`config.mk`:
```
export PLATFORM = sky130hd
export DESIGN_NAME = io_out_buf
export DESIGN_NICKNAME = d
export VERILOG_FILES = /design/src/rtl/io_out_buf.sv
export SDC_FILE = /design/constraint.sdc
export NUM_CORES = 1
export LEC_CHECK = 0
export CORE_ASPECT_RATIO = 1.2
export CORE_MARGIN = 2
export CORE_UTILIZATION = 50
export DETAILED_ROUTE_END_ITERATION = 7
export HOLD_SLACK_MARGIN = 0.1
export PLACE_DENSITY = 0.76
export SYNTH_ARGS = -nofsm -noshare
export SYNTH_HDL_FRONTEND = slang
export SYNTH_SLANG_ARGS = --single-unit
```
`constraint.sdc`:
```
create_clock -name clk -period 5.1 [get_ports clk]
set_input_delay 1.02 -clock clk [delete_from_list [all_inputs] [get_ports clk]]
set_output_delay 1.02 -clock clk [all_outputs]
set_load 0.02 [all_outputs]
```
`src/rtl/io_out_buf.sv`:
```
// Output-side write buffer: captures core output-port writes into a FIFO and
// presents them show-ahead to a slower peripheral; writes into a full buffer are dropped.
module io_out_buf #(
  parameter int NUBITS = 32,
  parameter int NUIOOU = 8,
  parameter int NBADDR = (NUIOOU > 1) ? $clog2(NUIOOU) : 1,
  parameter int FDEPTH = 8
) (
  input  logic                      clk,
  input  logic                      rst,
  input  logic                      out_en,
  input  logic [NBADDR-1:0]         addr_out,
  input  logic [NUBITS-1:0]         data_out,
  output logic                      ext_valid,
  input  logic                      ext_ready,
  output logic [NBADDR-1:0]         ext_addr,
  output logic [NUBITS-1:0]         ext_data,
  output logic [$clog2(FDEPTH):0]   count,
  output logic                      full,
  output logic                      empty,
  output logic                      ovf,
  input  logic                      ovf_clr
);

  localparam int PW = $clog2(FDEPTH);
  localparam int CW = PW + 1;
  localparam int WW = NBADDR + NUBITS;

  logic [WW-1:0]     mem [FDEPTH];
  logic [PW-1:0]     wp;
  logic [PW-1:0]     rp;
  logic [CW-1:0]     count_q;
  logic              ovf_q;
  logic              push;
  logic              pop;
  logic              drop;
  logic [NBADDR-1:0] addr_in;

  // A single-port configuration carries no meaningful address.
  assign addr_in = (NUIOOU > 1) ? addr_out : '0;

  assign full      = (count_q == CW'(FDEPTH));
  assign empty     = (count_q == '0);
  assign ext_valid = ~empty;
  assign count     = count_q;
  assign ovf       = ovf_q;

  assign pop  = ext_valid & ext_ready;
  assign push = out_en & (~full | pop);
  assign drop = out_en & full & ~pop;

  assign {ext_addr, ext_data} = mem[rp];

  // Storage array is intentionally left unreset.
  always_ff @(posedge clk) begin
    if (push) begin
      mem[wp] <= {addr_in, data_out};
    end
  end

  always_ff @(posedge clk or posedge rst) begin
    if (rst) begin
      wp      <= '0;
      rp      <= '0;
      count_q <= '0;
      ovf_q   <= 1'b0;
    end else begin
      if (push) begin
        wp <= wp + 1'b1;
      end
      if (pop) begin
        rp <= rp + 1'b1;
      end
      case ({push, pop})
        2'b10:   count_q <= count_q + 1'b1;
        2'b01:   count_q <= count_q - 1'b1;
        default: count_q <= count_q;
      endcase
      // A drop wins over a simultaneous clear.
      ovf_q <= (ovf_q & ~ovf_clr) | drop;
    end
  end

endmodule
```
==> qor.txt <==
run status - finished, final reports clean
Core Region - 0.0224 mm2
Yosys warnings - 0
post-synthesis sequential area ratio - 75.9%
Net Count, Synth - 524
Slew Viols, Final - 0
vias per cell - 5.77
multiplexer area fraction after synthesis - 19.3%
die span in y - 170 um
post-detailed-routing wire length - 21.0 mm
fin nets - 625
total gr overflow - 0
Synth Area in Compound Gates - 0.765%
Synth Register Bits - 291
Period minus WS final - 4210 ps
die area - 0.0241 mm2
largest family of logic cells by synthesized area - multiplexers
largest net degree at the start of global routing - 39
min-delay src - ovf$_DFF_PP0_
Max-slew headroom - 13.7%
worst slew pin tran - 1290 ps
Net Sw Power - 0.00222 W
n_diodes - 0
clock sinks - 291
H-tree levels - 1
Final Wtd Congestion - 0.772
dominant cell type by area after synthesis - edfxtp_1
ys async rst share - 3.78%
fraction of the mapped netlist area in adder cells - 0.612%
GRT Max-Usage Layer - met2
Clock Root Buffer - clkbuf_16
synth unique cells - 38
Pint - 0.00533 W
first-pass GRT wire length - 31.8 mm
most common cell after layout, fill and taps aside - edfxtp_1
P_leak - 4.48 nW
Die Wd - 142 um
Comb power frac - 32.0%
Post-synth EDFFs - 280
Top FF cell, synth - edfxtp_1
Crit path largest cell delay - 830 ps
Util after Layout - 59.9%
CTS Buf Count - 27
R2R cell count - 9
RSZ-0062 raised after global routing - no
reg2reg end - count[3]$_DFFE_PP0P_
WHS Endpoint - ovf$_DFF_PP0_
vias in the first global route - 5399
DRC viols - 0
GR Util All Layers - 17.6%
TritonCTS clock tree - done
Worst EP required - 4080 ps
Tot Pwr - 0.00756 W
initial core utilization - 51.0%
post-synth top area share - 73.5%
Hold Buf Count CTS - 0
I/O pin count - 83
Synth Area in Simple Gates - 1.33%
ANT nets after route - 0
CP max-delay cell - dfrtp_4
layout cells sized above 1 - 19.6%
HP Class - reg -> reg
Reg power frac - 43.2%
grt met1 use - 22.4%
area grow syn2layout - 17.4%
Placed Cells - 830
most frequent cells in the layout - edfxtp_1, clkdlybuf4s50_1, mux4_1, mux2_2, clkbuf_16
Max-Cap Viols - 0
Non-Filler Instances - 877
global-route met3 utilization - 2.00%
worst-skew pair later-pin latency - 520 ps
final worst-path cycle share - 82.5%
Synth Area in XOR/XNOR - 0.459%
Wirelength per Cell - 23.9 um
Max Fclk - 0.238 GHz
syn_area_per_cell - 23.9 um2
CP endpoint kind - output port
post-CTS setup buffers - 0
initial antenna violation count - 0
site row count - 60
Setup Skew - 7.90 ps
clock power share - 24.8%
CTS Buffer Depth - 3
largest fanout on the critical path - 38
hold path depth - 1
VDD IR max - 348 uV
r2r setup slk - 2370 ps
Hold Violations, Final - 0
placed wire-length estimate - 12.0 mm
drt pass-1 iters - 4
Resize count post-CTS - 0
met2 usage - 32.4%
Syn Std Cell Area - 0.0114 mm2
type of origin of the critical path - flop
WS Path Type - reg -> out
Critical R2R Launch - count[0]$_DFFE_PP0P_
Worst-path clk slew - 60 ps
input/output buffers - 82
top cells by area, synth - edfxtp_1, mux4_1, mux2_2
setup_tns - 0 ps
Mapped Cells - 479
CP arrival - 3190 ps
DR iter-0 viols - 322
pwr dens - 562 mW/mm2
crit path cell chain - buf_12, mux4_1, mux2_2, clkdlybuf4s50_1
via count - 5064
setup violators final - 0
switch share - 29.4%
==> logic make-up after synthesis <==
logic type | count (synthesis)
AO/OA/AOI/OAI | 10
XOR/XNOR | 6
adder cells (fa/ha/maj) | 5
buffers and inverters | 28
flip-flops | 291
multiplexers | 108
AND/OR/NAND/NOR | 31
==> power by group through the flow <==
stage	clock, W	combinational (W)	sequential, W
after floorplan	0	0.00174	0.00311
after global placement	0	0.00241	0.00329
after detailed placement	0	0.00245	0.00332
after CTS	0.00190	0.00247	0.00327
after global routing	0.00199	0.00258	0.00330
final	0.00187	0.00242	0.00326
==> worst max-delay path by stage <==
stage / endpoint / startpoint / slack (ps)
after floorplan: mem[0][0]$_DFFE_PP_ / out_en / 710
after global placement: mem[6][19]$_DFFE_PP_ / ext_ready / 1320
after detailed placement: mem[4][19]$_DFFE_PP_ / ext_ready / 1270
after CTS: ext_data[11] / rp[0]$_DFFE_PP0N_ / 850
after global routing: ext_data[10] / rp[0]$_DFFE_PP0N_ / 770
final: ext_data[10] / rp[0]$_DFFE_PP0N_ / 890
==> routing by layer <==
metal	up-vias	part of all wire (%)
met2	120	54
met1	2657	40
li1	2259	-
met5	-	0
met4	0	1.6
met3	28	3.7
==> cells in the mapped netlist (2+ instances only) <==
| cell type | n |
|---|---|
| or2_2 | 2 |
| buf_2 | 2 |
| clkbuf_1 | 7 |
| xnor2_1 | 5 |
| nand2b_1 | 4 |
| buf_8 | 4 |
| buf_6 | 5 |
| nor3_1 | 2 |
| inv_1 | 6 |
| ha_1 | 4 |
| dfrtp_1 | 11 |
| mux4_1 | 54 |
| mux2_2 | 36 |
| mux4_2 | 16 |
| nor2_1 | 8 |
| nand2_1 | 10 |
| edfxtp_1 | 280 |
| buf_1 | 3 |
==> worst max-delay path: cells and delay by family, from the launching register on <==
family | cells | cell delay, ps
flops | 1 | 830
mux | 2 | 910
buf+inv | 2 | 890
==> registers in the layout, summed over array words and instances (netlist names) <==
name	cells
rp	3
mem	280
wp	3
ovf	1
count	4
==> area by class of cell <==
class                           instances  area [um2]
Clock buffer                           30         687
Clock inverter                         17         136
Fill cell                            1521        9010
Inverter                                6        22.5
Multi-Input combinational cell        160        2630
Sequential cell                       291        8690
Tap cell                              279         349
Timing Repair Buffer                   94         923
==> metrics by stage <==
| step | hold WS, ps | cell area, um2 | setup WS [ps] |
|---|---|---|---|
| 2_1_floorplan | 487 | 11400 | 713 |
| 3_3_place_gp | 492 | 12600 | 1320 |
| 3_5_place_dp | 510 | 12600 | 1270 |
| 4_1_cts | 526 | 13400 | 847 |
| 5_1_grt | 556 | 13400 | 769 |
| 6_report | 518 | 13400 | 895 |
No activity file was read; power rests on OpenSTA's default activity.
